File: src/rtl/serial_byte_tx.sv
// -----------------------------------------------------------------------------
// serial_byte_tx
//
// Parallel-to-serial word transmitter. Words arrive over a valid/ready
// handshake into a one-word holding register. They are then shifted out
// MSB-first, one bit per clock, on so/so_en, which wire straight to the
// si/en inputs of the downstream serial shift stage. The holding register lets
// the next word be queued while the current one is still shifting, so with
// GAP = 0 consecutive words leave back-to-back with no idle cycle.
//
// Parameters:
//   WIDTH     bits per word (>= 2)
//   GAP       idle cycles forced between words, 0..15
//
// Ports:
//   clk       clock, rising edge
//   rst       synchronous active-high reset; aborts any word in flight
//   din       word to transmit
//   din_valid din holds a word
//   din_ready holding register is empty (combinational, low during reset)
//   so        serial data, MSB first; 0 whenever so_en is low
//   so_en     so carries a valid bit this cycle
//   last      high with so_en on the final (LSB) bit of a word
//   busy      shifting, running a gap, or holding a queued word
// -----------------------------------------------------------------------------
module serial_byte_tx #(
  parameter int WIDTH = 8,
  parameter int GAP   = 0
) (
  input  logic             clk,
  input  logic             rst,
  input  logic [WIDTH-1:0] din,
  input  logic             din_valid,
  output logic             din_ready,
  output logic             so,
  output logic             so_en,
  output logic             last,
  output logic             busy
);

  localparam int CW = $clog2(WIDTH);
  localparam logic [CW-1:0] CNT_LAST  = CW'(WIDTH - 1);
  localparam logic [3:0]    GCNT_LAST = (GAP > 0) ? 4'(GAP - 1) : 4'd0;

  typedef enum logic [1:0] {
    S_IDLE  = 2'd0,
    S_SHIFT = 2'd1,
    S_GAP   = 2'd2
  } state_t;

  state_t           state_q, state_d;
  logic [WIDTH-1:0] sr_q, sr_d;
  logic [CW-1:0]    cnt_q, cnt_d;
  logic [3:0]       gcnt_q, gcnt_d;
  logic [WIDTH-1:0] hold_q, hold_d;
  logic             hold_full_q, hold_full_d;
  logic             so_q, so_d;
  logic             so_en_q, so_en_d;
  logic             last_q, last_d;
  logic             busy_q, busy_d;
  logic             accept;
  logic             start;

  assign din_ready = ~hold_full_q & ~rst;
  assign accept    = din_valid & din_ready;

  assign so    = so_q;
  assign so_en = so_en_q;
  assign last  = last_q;
  assign busy  = busy_q;

  always_comb begin
    state_d     = state_q;
    sr_d        = sr_q;
    cnt_d       = cnt_q;
    gcnt_d      = gcnt_q;
    hold_d      = hold_q;
    hold_full_d = hold_full_q;
    start       = 1'b0;

    case (state_q)
      S_IDLE: begin
        start = hold_full_q;
      end
      S_SHIFT: begin
        sr_d  = {sr_q[WIDTH-2:0], 1'b0};
        cnt_d = cnt_q + CW'(1);
        if (cnt_q == CNT_LAST) begin
          cnt_d = '0;
          if (GAP == 0) begin
            // A queued word follows the last bit with no idle cycle.
            state_d = S_IDLE;
            start   = hold_full_q;
          end else begin
            state_d = S_GAP;
            gcnt_d  = '0;
          end
        end
      end
      S_GAP: begin
        gcnt_d = gcnt_q + 4'd1;
        if (gcnt_q == GCNT_LAST) begin
          gcnt_d  = '0;
          state_d = S_IDLE;
          // Starting straight out of the final gap cycle keeps the idle
          // stretch between words at exactly GAP cycles.
          start   = hold_full_q;
        end
      end
      default: begin
        state_d = S_IDLE;
      end
    endcase

    if (start) begin
      sr_d        = hold_q;
      cnt_d       = '0;
      hold_full_d = 1'b0;
      state_d     = S_SHIFT;
    end

    // accept and start are mutually exclusive: din_ready is low while the
    // holding register is full, and start needs it full.
    if (accept) begin
      hold_d      = din;
      hold_full_d = 1'b1;
    end

    // Outputs are registered copies of what the next state will present.
    so_en_d = (state_d == S_SHIFT);
    so_d    = so_en_d & sr_d[WIDTH-1];
    last_d  = so_en_d & (cnt_d == CNT_LAST);
    busy_d  = (state_d != S_IDLE) | hold_full_d;
  end

  always_ff @(posedge clk) begin
    if (rst) begin
      state_q     <= S_IDLE;
      sr_q        <= '0;
      cnt_q       <= '0;
      gcnt_q      <= '0;
      hold_q      <= '0;
      hold_full_q <= 1'b0;
      so_q        <= 1'b0;
      so_en_q     <= 1'b0;
      last_q      <= 1'b0;
      busy_q      <= 1'b0;
    end else begin
      state_q     <= state_d;
      sr_q        <= sr_d;
      cnt_q       <= cnt_d;
      gcnt_q      <= gcnt_d;
      hold_q      <= hold_d;
      hold_full_q <= hold_full_d;
      so_q        <= so_d;
      so_en_q     <= so_en_d;
      last_q      <= last_d;
      busy_q      <= busy_d;
    end
  end

endmodule

File: config.mk
export PLATFORM = sky130hd
export DESIGN_NAME = serial_byte_tx
export DESIGN_NICKNAME = d
export VERILOG_FILES = /design/src/rtl/serial_byte_tx.sv
export SDC_FILE = /design/constraint.sdc
export NUM_CORES = 1
export LEC_CHECK = 0
export BUFFER_PORTS_ARGS = -buffer_cell sky130_fd_sc_hd__buf_2
export CAP_MARGIN = 0
export CORE_ASPECT_RATIO = 0.7
export CORE_UTILIZATION = 30
export CTS_BUF_LIST = sky130_fd_sc_hd__clkbuf_4 sky130_fd_sc_hd__clkbuf_8
export DETAILED_ROUTE_END_ITERATION = 10
export SYNTH_ARGS = -nofsm -noshare
export SYNTH_HDL_FRONTEND = slang
export SYNTH_SLANG_ARGS = --single-unit
File: constraint.sdc
create_clock -name clk -period 2.65 [get_ports clk]
set_clock_uncertainty 0.15 [all_clocks]
set_input_delay 0.265 -clock clk [delete_from_list [all_inputs] [get_ports clk]]
set_output_delay 0.265 -clock clk [all_outputs]
set_load 0.03 [all_outputs]
* After elaboration in Yosys (flattened, before gate mapping)
Index checks and enable logic that the tools add are counted.
** Storage, ports and cells
- Bits in registers :: 30
- Output and inout port bits :: 5
- Word-level logic and storage cells :: 44
- Input port bits :: 11
** Cells by class
- Reductions and logical operators :: 4
- Eq/ne operators :: 5
- Multiplexer cells :: 15
- Bitwise operators :: 7
- $add $sub $neg :: 2
** Operators with widths (count)
- 8-bit two-way mux :: 2
- 3-bit two-way mux :: 3
- 3-bit == test, second input constant :: 2
- 2-bit two-way mux :: 3
- 2-bit one-hot mux with 3 select lines :: 1
- 4-bit by 1-bit adder with 4-bit output, second input constant :: 1
- 1-bit bitwise AND :: 4
- 2-bit by 1-bit == test with 1-bit output, second input constant :: 2
- 4-bit zero test :: 1
- 1-bit two-way mux :: 4
- 4-bit two-way mux :: 1
- 2-bit nonzero test :: 2
- 3-bit by 1-bit adder with 3-bit output, second input constant :: 1
- 1-bit one-hot mux with 3 select lines :: 1
- 2-bit == test, second input constant :: 1
- 2-bit zero test :: 1
- 1-bit inverter :: 2
- 1-bit OR :: 1

* Longest topological paths before layout
Gate-level depths: netlist (run 1).
- Depth after elaboration :: 6
- Depth in mapped cells :: 8
- Depth with buffers taken out :: 6

* Worst setup path before layout (run 1)
No wires, ideal clock.
- Path kind :: reg2reg
- From :: register state_q[0]
- To :: register last_q, in the netlist last
- Period minus slack after synthesis :: 2.085 ns
- Required time :: 2.400 ns
- Cell stages (with the launch flop) :: 8
- Path slack :: 0.565 ns
- Setup time :: 0.100 ns
- Path buffers :: 1
- Arrival :: 1.835 ns
- Cell sequence :: dfxtp_1 inv_1 ha_1 buf_6 and4bb_4 o311ai_4 nand2b_4 a2111oi_4
** On the way
- Longest elaborated chain between the ends :: 5
- Elaborated cells between the ends (all ways) :: 13
- Classes of those cells :: eq/ne: 4; mux: 7; bitwise: 1; reduce/logical: 1
** Ends and longest elaborated chain
- start, declared :: line 51 : state_t state_q, state_d;
- start signal, assigned :: line 149 : state_q <= state_d;
- 2-bit == test, or another cell as far along :: line 81 : case (state_q)
- 1-bit one-hot mux with 3 select lines, or another cell as far along :: line 81
- 3-bit two-way mux / 2-bit two-way mux (equally long branches) :: line 115 : if (start) begin
- 3-bit == test / 2-bit by 1-bit == test with 1-bit output (equally long branches) :: line 132, 130
- 1-bit bitwise AND (*) :: line 132 : last_d = so_en_d & (cnt_d == CNT_LAST);
- end signal, assigned :: line 157 : last_q <= last_d;
- end, declared :: line 59 : logic last_q, last_d;
Every way passes the cells marked *; elsewhere a longest branch is shown, timed or not.
A chain may end at the register's enable or synchronous reset.

* Worst setup path after layout (run 1)
- From :: register state_q[0]
- To :: register so_q, in the netlist so
** On the way
- Longest elaborated chain between the ends :: 5
- Elaborated cells between the ends (all ways) :: 12
- Classes of those cells :: eq/ne: 3; mux: 7; bitwise: 1; reduce/logical: 1
** Ends and longest elaborated chain
- 2-bit == test, or another cell as far along :: line 81
- 2-bit one-hot mux with 3 select lines / 1-bit one-hot mux with 3 select lines (equally long branches) :: line 81
- 2-bit two-way mux :: line 115
- 2-bit by 1-bit == test with 1-bit output :: line 130 : so_en_d = (state_d == S_SHIFT);
- 1-bit bitwise AND (*) :: line 131 : so_d = so_en_d & sr_d[WIDTH-1];
- end signal, assigned :: line 144 : so_q <= 1'b0;
- end signal, assigned :: line 155 : so_q <= so_d;
- end, declared :: line 57 : logic so_q, so_d;
Every way passes the cells marked *; elsewhere a longest branch is shown, timed or not. The select of a mux whose other input is x is not followed.

==> results.yml, run 1 <==
clock_tree:
  cts_tree: "yes"
  ctsHoldBuffers: 0
  cts.sinks: 30
  clk_pin_slew_ns: 0.06
  clk_path_buf_depth: 2
  cts-root-buf: "clkbuf_8"
  cts_setup_buffers: 0
  cts.htree.levels: 2
  post_cts_resized: 0
  insertion_delay_ns: 0.27
  cts_buffers: 5
floorplan:
  die_w_um: 83.2
  die_area_mm2: 0.00490
  initial_core_util: 0.316
  io_pins: 16
  std_cell_rows: 20
  die_h_um: 58.9
  core-area_mm2: 0.00438
sta:
  grt_setup_unrepaired: "no"
  tightestPinTransition_ns: 0.500
  slew_viol_final: 0
  finalCriticalPeriod_ns: 2.28
  fin_crit_sh: 0.860
  fin_ws_ns: 0.370
  slew_headroom: 0.666
  hold_viol_final: 0
  fmax_mhz: 439
  tns_ns: 0
  setup_viol: 0
setup_path:
  crit_fanout: 10
  crit_path_start_kind: "flip-flop"
  cp.arrival_ns: 2.27
  critPathKind: "flip-flop to flip-flop"
  endpoint_kind: "flip-flop"
  required_ns: 2.64
placement:
  dp_hpwl_mm: 1.82
  place_congestion: 0.785
  placed_cells: 207
  port_buffers: 15
  dp_slack_ns: 0.379
run_status:
  status: "completed"
yosys:
  synth_mux_area_frac: 0.124
  async_flop_share: 0
  syn-instance-count: 141
  synth_top_area_cell: "dfxtp_1"
  synth_area_mm2: 0.00139
  synth_most_common_cell: "dfxtp_1"
  synth_xor_area_frac: 0.00632
  synth_compound_area_frac: 0.120
  synth_nets: 160
  yosys-top-cells-count: "dfxtp_1 (30), nor2_1 (24), mux2i_1 (16)"
  ys_seq_area_frac: 0.434
  synth_adder_area_share: 0.0723
  synthTopCellsByArea: "dfxtp_1 (43%), mux2i_1 (12%), ha_1 (7.2%)"
  synth_cell_type_count: 30
  yosys_warnings: 0
  synthSimpleGateAreaFrac: 0.195
  yosysTopAreaCellShare: 0.434
  synth_top_family_by_area: "simple AND/OR/NAND/NOR gates"
  ys_seq_elements: 30
  ys.flop_type: "dfxtp_1"
  synth_edf_count: 0
  syn_area_per_cell_um2: 9.82
grt:
  antenna_found_initial: 0
  grt_max_degree: 28
  track_usage: 0.119
  grt_pass1_vias: 904
  grt_overflow: 0
  grt_pass1_wl_mm: 4.34
finish:
  diodes: 0
  seqCellArea_um2: 601
  fillers: 454
  multiInputGateArea_um2: 717
  drive_above_1_share: 0.220
  finalNetCount: 178
  area_growth_pct: 14.7
  stdcell_count: 214
power_and_ir_drop:
  ir_drop_mv: 0.267
  leakagePower_nw: 0.646
  power_density_mw_per_mm2: 626
detailed_routing:
  vias: 980
  first_pass_iters: 4
  route.antenna.remaining_nets: 0
  drc: 0
  vias_per_cell: 4.58
  wl_per_cell_um: 12.0
  drt_iter0_markers: 61
  postRouteWirelength_mm: 2.57
worst_hold_path:
  hp-class: "input port to flip-flop"
run:
  maxCapViolations: 0
[logic make-up after synthesis]
| group | Yosys count |
|---|---|
| AO/OA/AOI/OAI | 19 |
| XOR/XNOR | 1 |
| adder cells (fa/ha/maj) | 8 |
| buffers and inverters | 14 |
| flip-flops | 30 |
| multiplexers | 17 |
| AND/OR/NAND/NOR | 52 |
[power by group]
part           total (W)  internal (W)  switching, W
clock network   0.000337      0.000176      0.000161
registers       0.000500      0.000482     0.0000184
logic           0.000157     0.0000670     0.0000901
total           0.000994      0.000725      0.000270
[through the flow]
| stage | util | total power, W | hold WS (ns) | area, um^2 |
|---|---|---|---|---|
| 2_1_floorplan | - | 0.000630 | 0.241 | 1390 |
| 3_3_place_gp | 0.345 | 0.000667 | 0.334 | 1510 |
| 3_5_place_dp | 0.345 | 0.000667 | 0.334 | 1510 |
| 4_1_cts | 0.363 | 0.00101 | 0.0644 | 1590 |
| 5_1_grt | 0.363 | 0.00105 | 0.0754 | 1590 |
| 6_report | 0.363 | 0.000994 | 0.0705 | 1590 |
[layer usage]
metal	up-vias	wire length [um]	part of all wire	global-route usage
li1	520	-	-	-
met1	443	1460	0.57	0.170
met2	13	983	0.38	0.156
met3	4	96	0.037	0.0393
met4	0	31	0.012	0.0665
met5	-	0	0	0
[path summary, 6_finish.rpt]
path / start / to / slack, ns / cells after the start
setup / recovery: state_q[0] / so / 0.37 / 7
hold / removal: din[5] / hold_q[5] / 0.07 / 3
setup reg to reg: state_q[0] / so / 0.37 / 7
hold reg to reg: cnt_q[1] / cnt_q[1] / 0.34 / 2
[worst max-delay path: stages (launching register included)]
cell and delay (ns):
dfxtp_1 0.40, inv_1 0.09, ha_1 0.30, and4bb_4 0.25, o311ai_4 0.48, buf_4 0.26
or2_2 0.13, o22ai_1 0.07
[registers in the layout, summed over array words and instances, names as in the netlist]
name and count:
hold_q 8, so 1, cnt_q 3, busy 1
sr_q 8, so_en 1, gcnt_q 4, state_q 2
hold_full_q 1, last 1
[cell usage in the layout (no fill, tap or decap), types with 3 or more instances in the layout]
cell type  synthesis  final
nor2b_1            4      4
buf_4              0      3
nor3_1             3      3
nand2_1            4      4
dfxtp_1           30     30
nand3_1            3      3
or2_2              3      3
a211oi_1           6      6
buf_2              0     15
ha_1               8      8
nor2_1            24     24
mux2i_1           16     16
inv_1              7      7
a21oi_1            8      8
clkbuf_8           0      5
[cell type report]
| cell class | count | area share |
|---|---|---|
| multi-input cells | 97 | 0.451 |
| flip-flops and latches | 30 | 0.378 |
| repair buffers | 18 | 0.0614 |
| clock buffers | 5 | 0.0433 |
| well taps | 55 | 0.0433 |
| inverters | 7 | 0.0165 |
| clock inverters | 2 | 0.00630 |
No activity file was read; power rests on OpenSTA's default activity.
==> inputs of run 2 (changes only) <==
--- a/config.mk
+++ b/config.mk
@@ -5,6 +5,7 @@
 export SDC_FILE = /design/constraint.sdc
 export NUM_CORES = 1
 export LEC_CHECK = 0
+export ABC_AREA = 1
 export BUFFER_PORTS_ARGS = -buffer_cell sky130_fd_sc_hd__buf_2
 export CAP_MARGIN = 0
 export CORE_ASPECT_RATIO = 0.7
==> run 2 against run 1 <==
  * The run now ends with design-rule violations left
  * Synthesized cell count grew 27%
  * Wire length rose by 2.5%
  * Sequential share of layout area is 0.99 points lower
  * Design area is 2.7% higher
  * First-iteration DRC count fell by 38%
  * Worst hold slack got worse by 0.048 ns
  * Register-to-register slack better by 0.34 ns
  * Count of clock-buffer cells in the layout grew 1
  * Critical path type unchanged
==> results.yml, run 2 <==
detailed_routing:
  postRouteWirelength_mm: 2.63
  wl_per_cell_um: 10.4
  drt_iter0_markers: 38
  route.antenna.remaining_nets: 0
  drc: 2
  vias: 1105
  first_pass_iters: 7
  vias_per_cell: 4.38
yosys:
  syn_area_per_cell_um2: 7.97
  synth_most_common_cell: "nand2_1"
  synthSimpleGateAreaFrac: 0.289
  yosys-top-cells-count: "nand2_1 (41), dfxtp_1 (30), inv_1 (22)"
  synth_compound_area_frac: 0.111
  synth_cell_type_count: 27
  synth_top_area_cell: "dfxtp_1"
  synthTopCellsByArea: "dfxtp_1 (42%), nand2_1 (11%), ha_1 (7.0%)"
  synth_xor_area_frac: 0.0123
  ys_seq_elements: 30
  synth_top_family_by_area: "simple AND/OR/NAND/NOR gates"
  ys.flop_type: "dfxtp_1"
  syn-instance-count: 179
  yosys_warnings: 0
  synth_adder_area_share: 0.0702
  synth_nets: 198
  ys_seq_area_frac: 0.421
  synth_edf_count: 0
  synth_area_mm2: 0.00143
  async_flop_share: 0
  synth_mux_area_frac: 0.00702
  yosysTopAreaCellShare: 0.421
clock_tree:
  cts_setup_buffers: 0
  insertion_delay_ns: 0.28
  cts.sinks: 30
  cts_tree: "yes"
  cts-root-buf: "clkbuf_8"
  ctsHoldBuffers: 0
  clk_path_buf_depth: 2
  post_cts_resized: 0
  cts.htree.levels: 2
  cts_buffers: 5
  clk_pin_slew_ns: 0.07
finish:
  area_growth_pct: 14.4
  finalNetCount: 215
  fillers: 478
  final_cell_mix: "nand2_1 (41), dfxtp_1 (30), inv_1 (22)"
  top_regs: "hold_q (8), sr_q (8), gcnt_q (4)"
  multiInputGateArea_um2: 698
  diodes: 0
  drive_above_1_share: 0.203
  seqCellArea_um2: 601
  final_common_cell: "nand2_1"
placement:
  place_congestion: 0.762
  dp_hpwl_mm: 1.91
  port_buffers: 15
  dp_slack_ns: 0.729
grt:
  grt_overflow: 0
  grt_pass1_wl_mm: 4.57
  grt_max_degree: 21
  grt_pass1_vias: 1030
  track_usage: 0.123
  antenna_found_initial: 0
sta:
  slew_viol_final: 0
  fin_ws_ns: 0.711
  slew_headroom: 0.729
  setup_viol: 0
  fmax_mhz: 516
  hold_viol_final: 0
  tightestPinTransition_ns: 0.406
  tns_ns: 0
  grt_setup_unrepaired: "no"
  fin_crit_sh: 0.732
  finalCriticalPeriod_ns: 1.94
power_and_ir_drop:
  power_density_mw_per_mm2: 667
  leakagePower_nw: 0.727
  ir_drop_mv: 0.201
floorplan:
  std_cell_rows: 20
  die_w_um: 84.4
  die_area_mm2: 0.00504
  io_pins: 16
  die_h_um: 59.7
  initial_core_util: 0.320
  core-area_mm2: 0.00445
run:
  maxCapViolations: 0
run_status:
  violations: "design-rule violations"
  status: "finished with violations"
worst_hold_path:
  hp-class: "input port to flip-flop"
setup_path:
  cp.arrival_ns: 1.97
  crit_fanout: 11
  crit_path_start_kind: "flip-flop"
  critPathKind: "flip-flop to flip-flop"
  endpoint_kind: "flip-flop"
  required_ns: 2.69
run 2: report_power, final:
part / switching, W / total (W) / leakage [nW] / internal, W
logic: 0.000125 / 0.000190 / 0.434 / 0.0000653
registers: 0.0000186 / 0.000508 / 0.246 / 0.000489
clock network: 0.000182 / 0.000391 / 0.0472 / 0.000208
run 2: final cells by class:
| type | count | area share |
|---|---|---|
| flip-flops and latches | 30 | 0.368 |
| multi-input cells | 120 | 0.428 |
| clock buffers | 6 | 0.0506 |
| repair buffers | 16 | 0.0506 |
| well taps | 55 | 0.0422 |
| clock inverters | 2 | 0.00767 |
| inverters | 23 | 0.0529 |
run 2: path summary, 6_finish.rpt:
kind | from | endpoint | slack [ns] | cells after the start
min | din[3] | hold_q[3] | 0.02 | 3
max | state_q[1] | last | 0.71 | 9
max reg2reg | state_q[1] | last | 0.71 | 9
min reg2reg | hold_q[1] | hold_q[1] | 0.33 | 2
run 2: cell families after synthesis:
group / after synthesis
muxes: 1
buffers and inverters: 29
adders and majority gates: 8
xor gates and xnor gates: 2
DFF: 30
AOI/OAI and AO/OA: 25
and+or+nand+nor: 84
run 2: layer usage:
layer	up-vias	wire (um)	track usage
met2	12	1070	0.184
met1	485	1400	0.157
met4	0	39	0.0726
li1	603	-	-
met5	-	0	0
met3	5	117	0.0428
run 2: metrics by stage:
step	total power (W)	cell area (um^2)	utilization	std cells	hold slack [ns]
floorplan	0.000674	1430	-	179	0.228
global placement	0.000710	1540	0.345	244	0.315
detailed placement	0.000710	1540	0.345	244	0.315
CTS	0.00111	1630	0.366	252	0.0188
global route	0.00115	1630	0.366	252	0.0279
finish	0.00109	1630	0.366	252	0.0225
run 2: critical path, stage by stage, from the launching register on:
cell      delay (ns)
dfxtp_1         0.32
inv_1           0.09
ha_1            0.41
clkinv_1        0.34
nor2_1          0.24
nor2_1          0.06
nand2_1         0.06
nor2_1          0.04
nand2_1         0.08
nor2_2          0.04
